<file path="src/rtl/seq_signed_divider.sv">
// seq_signed_divider: restoring shift-subtract divider on operand magnitudes, one quotient bit per clock;
// the start/busy/done handshake yields a truncating quotient and a remainder that takes the dividend's sign.
module seq_signed_divider #(
   parameter int WIDTH = 4
) (
   input  logic             clk,
   input  logic             rst,
   input  logic             start,
   input  logic [WIDTH-1:0] dividend,
   input  logic [WIDTH-1:0] divisor,
   output logic             busy,
   output logic             done,
   output logic [WIDTH-1:0] quotient,
   output logic [WIDTH-1:0] remainder,
   output logic             div_by_zero,
   output logic             overflow
);
   localparam int CW = $clog2(WIDTH);
   typedef enum logic [1:0] {IDLE, ITER, FIX, DONE} state_t;
   state_t           state_q, state_d;
   logic             sd_q, sd_d, sv_q, sv_d, dz_q, dz_d, ovf_q, ovf_d, dz, ovf;
   logic [WIDTH-1:0] dvd_q, dvd_d, dsr_q, dsr_d, quo_q, quo_d, rmd_q, rmd_d, q_fix, r_fix;
   logic [WIDTH:0]   rem_q, rem_d, shifted;
   logic [WIDTH+1:0] diff;
   logic [CW-1:0]    cnt_q, cnt_d;

   assign shifted = {rem_q[WIDTH-1:0], dvd_q[WIDTH-1]};
   assign diff    = {1'b0, shifted} - {2'b0, dsr_q};
   assign dz      = dsr_q == '0;
   // a same-sign quotient magnitude of 2^(WIDTH-1) only arises from -2^(WIDTH-1) / -1
   assign ovf     = !dz && sd_q == sv_q && dvd_q == {1'b1, {(WIDTH-1){1'b0}}};
   assign q_fix   = dz ? '0 : (sd_q ^ sv_q) ? -dvd_q : dvd_q;
   assign r_fix   = sd_q ? -rem_q[WIDTH-1:0] : rem_q[WIDTH-1:0];

   assign busy        = state_q != IDLE;
   assign done        = state_q == DONE;
   assign quotient    = quo_q;
   assign remainder   = rmd_q;
   assign div_by_zero = dz_q;
   assign overflow    = ovf_q;

   always_comb begin
      state_d = state_q;
      sd_d    = sd_q;
      sv_d    = sv_q;
      dvd_d   = dvd_q;
      dsr_d   = dsr_q;
      rem_d   = rem_q;
      cnt_d   = cnt_q;
      quo_d   = quo_q;
      rmd_d   = rmd_q;
      dz_d    = dz_q;
      ovf_d   = ovf_q;
      case (state_q)
         IDLE: if (start) begin
            state_d = ITER;
            sd_d    = dividend[WIDTH-1];
            sv_d    = divisor[WIDTH-1];
            dvd_d   = dividend[WIDTH-1] ? -dividend : dividend;
            dsr_d   = divisor[WIDTH-1] ? -divisor : divisor;
            rem_d   = '0;
            cnt_d   = '0;
         end
         ITER: begin
            rem_d   = diff[WIDTH+1] ? shifted : diff[WIDTH:0];
            dvd_d   = {dvd_q[WIDTH-2:0], ~diff[WIDTH+1]};
            cnt_d   = cnt_q + 1'b1;
            state_d = cnt_q == CW'(WIDTH-1) ? FIX : ITER;
         end
         FIX: begin
            quo_d   = q_fix;
            rmd_d   = r_fix;
            dz_d    = dz;
            ovf_d   = ovf;
            state_d = DONE;
         end
         default: state_d = IDLE;
      endcase
   end

   always_ff @(posedge clk) begin
      if (rst) begin
         state_q <= IDLE;
         sd_q    <= 1'b0;
         sv_q    <= 1'b0;
         dvd_q   <= '0;
         dsr_q   <= '0;
         rem_q   <= '0;
         cnt_q   <= '0;
         quo_q   <= '0;
         rmd_q   <= '0;
         dz_q    <= 1'b0;
         ovf_q   <= 1'b0;
      end else begin
         state_q <= state_d;
         sd_q    <= sd_d;
         sv_q    <= sv_d;
         dvd_q   <= dvd_d;
         dsr_q   <= dsr_d;
         rem_q   <= rem_d;
         cnt_q   <= cnt_d;
         quo_q   <= quo_d;
         rmd_q   <= rmd_d;
         dz_q    <= dz_d;
         ovf_q   <= ovf_d;
      end
   end
endmodule
</file>
<file path="config.mk">
export PLATFORM = sky130hd
export DESIGN_NAME = seq_signed_divider
export DESIGN_NICKNAME = d
export VERILOG_FILES = /design/src/rtl/seq_signed_divider.sv
export SDC_FILE = /design/constraint.sdc
export NUM_CORES = 1
export LEC_CHECK = 0
export ABC_AREA = 1
export ABC_CLOCK_PERIOD_IN_PS = 1600
export CAP_MARGIN = 20
export CORE_ASPECT_RATIO = 1.2
export CORE_MARGIN = 5
export CORE_UTILIZATION = 53
export CTS_CLUSTER_SIZE = 25
export DETAILED_ROUTE_END_ITERATION = 10
export HOLD_SLACK_MARGIN = 0.12
export PLACE_DENSITY = 0.78
export SLEW_MARGIN = 30
export SYNTH_ARGS = -nofsm -noshare
export SYNTH_HDL_FRONTEND = slang
export SYNTH_SLANG_ARGS = --single-unit
</file>
<file path="constraint.sdc">
create_clock -name clk -period 1.6 [get_ports clk]
set_input_delay 0.32 -clock clk [delete_from_list [all_inputs] [get_ports clk]]
set_output_delay 0.32 -clock clk [all_outputs]
set_load 0.02 [all_outputs]
</file>
==> run summary <==
The flow ran to the end, and the final reports show no timing, DRC or antenna violations. The tools report the number of global-route vias before repair as 1265. Wires add up to 3270 µm.

Buffers inserted during clock tree synthesis total 3. The cell family contributing the most delay on the critical path is flip-flops. The worst path in the final design needs a cycle of 1510 ps, including I/O delays and setup. The number of non-filler instances in the completed layout is 273, and the area share of the leading cell type in the synthesized netlist is 0.368. The number of different library cells used by synthesis comes to 31. At the placement stage, the worst setup path has a slack of 8.12 ps. The cell area that synthesis handed to floorplanning was 1520 µm². The area added between synthesis and finish is 25.4%, and the synthesized instance count is 207.

The logs give 0 for the number of antenna violations at the first check in global routing and 0.368 for the sequential fraction of the synthesis area. The logs give 261 for the number of nets in the layout and 2460 µm for the half-perimeter wire length of the detailed placement result. The final clock period utilization by the worst path works out to 0.947. The startpoint type of the worst setup path is a register. The maximum net fanout on the critical path was 3; the net switching fraction of the power was 0.321. Clock skew on the completed layout was measured at 5.26 ps. The tools report the I/O pin total as 23.

The flip-flop and latch count after synthesis was 28. The total vias in the final route came out at 1400. Post-layout instance area: 1910 µm². The height of the die is 68.7 µm, and the placeable core area is 2790 µm². The cell internal power dissipation came out at 1.20 mW. The highest cell delay on the worst timing path is 390 ps. The category of the critical setup timing path was reg -> out. The tightest slew margin relative to the limit was 0.766. The logs give 4050 µm² for the die outline area and 0.285 for the combinational share of power. Synthesis produced a netlist with a net count of 228. The first global-routing pass estimated 5350 µm of wire. The logic depth of the worst register-to-register path is 9.

The critical path endpoint was done. Using the TritonRoute via totals, the vias-per-cell ratio works out to 5.13. For the worst setup path, the data required time is 1280 ps. The Yosys step of the flow raised 0 warnings.

The startpoint identified for the worst register-to-register timing path is dsr_q[3]. For the post-route core utilization, the log shows 0.685. On the critical path, the stage with the largest delay is an instance of sky130_fd_sc_hd__dfxtp_1. Class of the most critical hold timing path: reg -> reg.

The count of H-tree levels built during CTS is 1. The cell at the root of the clock tree was sky130_fd_sc_hd__clkbuf_4. The most used flip-flop cell after synthesis is sky130_fd_sc_hd__dfxtp_1.

The final worst-path setup slack was 85.1 ps. The endpoint identified for the worst register-to-register timing path is rem_q[1]. The worst setup path is captured at an output pin. The logs give 0 for the quantity of hold-fixing buffers added after cts and 0 for the max-cap violation count. Port buffer count: 22.

The cell type contributing the most total cell area after synthesis was sky130_fd_sc_hd__dfxtp_1. Row generation in the floorplan step produced 21 rows. The synthesized design contains 0 enable-type register cells.

The proportion of layout cells with a drive suffix above 1 was 0.146. The power density over the cells works out to 924 nW/µm². For the portion of total power attributed to sequential cells, the log shows 0.441. Entering global routing, the biggest net connects 17 pins.

At the pin with the least slew margin, the transition time is 350 ps. TritonCTS built the clock tree. After detailed routing, the average wire length per cell comes to 12.0 µm. The async set or reset register ratio after synthesis came out at 0. The repair_antennas step left the layout with diodes totalling 0. Sorting the synthesized cells by how often they occur yields sky130_fd_sc_hd__nand2_1, sky130_fd_sc_hd__dfxtp_1, sky130_fd_sc_hd__inv_1. The tools report the number of search-and-repair iterations in the first detailed-routing pass as 4.

Clock-pin slew was measured on the worst setup and hold paths at 160 ps. The logs give 1190 ps for the data arrival time at the worst-slack endpoint and 65 for the violation count after the first detailed-routing iteration. The most frequently used cell type in the post-synthesis netlist is sky130_fd_sc_hd__nand2_1.

The clock reaches the later pin of the worst-skew pair after 350 ps. The overflow left after global routing came out at 0. The total count of max-transition violations in the final report was 0.

The most critical setup path has its startpoint at state_q[1]. The run gives 0.565 mW as the reported net switching power. In this run the cell area measured after placement is 1840 µm². The width of the chip came out at 58.9 µm. After synthesis, the cell types taking the most area are sky130_fd_sc_hd__dfxtp_1, sky130_fd_sc_hd__nand2_1, sky130_fd_sc_hd__ha_1.

The clock net in this run drives a total of 28 sinks. The clock network fraction of total power came out at 0.275. IR analysis of the VDD net gives a maximum drop of 0.588 mV. The initial core utilization was 0.546. The run gives 0.660 GHz as the timing-limited maximum frequency. For the final hold violation count, the log shows 0.

For the detailed-route DRC error count, the log shows 0. The number of nets with antenna violations after detailed routing is 0. The tools report the buffer depth of the longest clock path as 2. The critical path crosses 3 cells after its start point. The total instance count after detailed placement is 269, and the minimum hold slack is 473 ps. The worst register-to-register path has a setup slack of 100 ps. The static leakage came out at 0.874 nW. Each instance of the synthesized netlist takes up on average 7.35 µm². The overall global routing resource usage is 0.173, and the number of buffer and inverter stages on the critical path is 2. At the end of routability-driven placement, the weighted congestion stood at 0.853. Walking the worst path, the cells encountered are nand2_1, inv_1, dlygate4sd2_1. The tools report the final-report setup violation count as 0.
[worst min-delay path by stage]
stage | from | endpoint | slack (ps) | cells past startpoint
finish | quotient[2] | quotient[2] | 470 | 2
global route | overflow | overflow | 490 | 2
CTS | overflow | overflow | 470 | 2
detailed placement | overflow | overflow | 460 | 2
global placement | cnt_q[0] | cnt_q[0] | 450 | 1
floorplan | cnt_q[0] | cnt_q[0] | 430 | 1
[metrics by stage]
step	TNS [ps]	total power, mW
floorplan	0	1.12
global placement	0	1.24
detailed placement	0	1.26
CTS	0	1.74
global route	-77.3	1.87
finish	0	1.76
[logic make-up (layout without fill, tap and decap cells)]
group                    count (synthesis)  count (layout)  share of synthesized area
AND/OR/NAND/NOR                         83              83                      0.252
XOR/XNOR                                 5               5                     0.0288
adder cells (fa/ha/maj)                 10              10                     0.0872
AO/OA/AOI/OAI                           44              44                      0.171
flip-flops                              28              28                      0.368
buffers and inverters                   37              69                     0.0929
[state kept, by name (all words and copies together), names as in the netlist, 2 cells and up]
register / cells
cnt_q: 2
dsr_q: 4
dvd_q: 4
quotient: 4
rem_q: 4
remainder: 4
state_q: 2
[layout make-up]
class / instances / area, µm²
clock inverter: 1 / 30.0
timing repair buffer: 31 / 269
inverter: 34 / 130
clock buffer: 3 / 22.5
tap: 34 / 42.5
fill: 243 / 877
sequential: 28 / 563
multi-input combinational: 142 / 851
[tightest hold or removal path, stage by stage (launching register included)]
cell	delay, ps
sky130_fd_sc_hd__dfxtp_1	340
sky130_fd_sc_hd__nand2_1	60
sky130_fd_sc_hd__a21oi_1	50
[cells in the final DEF (no fill, tap or decap), drive strengths merged]
master	synthesis	final
a21oi	21	21
a22oi	1	1
a31oi	4	4
buf	0	9
bufinv	0	1
clkbuf	3	4
clkdlybuf4s50	0	10
clkinv	1	1
dfxtp	28	28
dlygate4sd2	0	11
fa	1	1
ha	9	9
inv	33	33
nand2	49	49
nand3	10	10
nand4	3	3
nor2	17	17
nor3	2	2
nor4	2	2
o211ai	2	2
o21a	1	1
o21ai	12	12
o221ai	1	1
o22ai	2	2
xnor2	2	2
xor2	3	3
[power groups by stage]
stage	clock [mW]	combinational (mW)	sequential [mW]
finish	0.484	0.502	0.777
global route	0.511	0.577	0.783
floorplan	0	0.342	0.781
CTS	0.489	0.473	0.774
global placement	0	0.457	0.787
detailed placement	0	0.466	0.789
[routing by layer]
metal,wire length (µm),vias to the layer above,global-route usage
li1,-,741,-
met1,1460,612,0.207
met2,1560,41,0.304
met3,181,6,0.0223
met4,70,0,0.0822
met5,0,-,0
[what timing repair did]
action,4_1_cts,5_1_grt
gates resized for setup,13,10
pin swaps,0,1
endpoints found under the setup margin,12,5
buffers inserted,0,0
cloned,0,0
hold endpoints to repair,0,0
(Power assumes the default switching activity.)
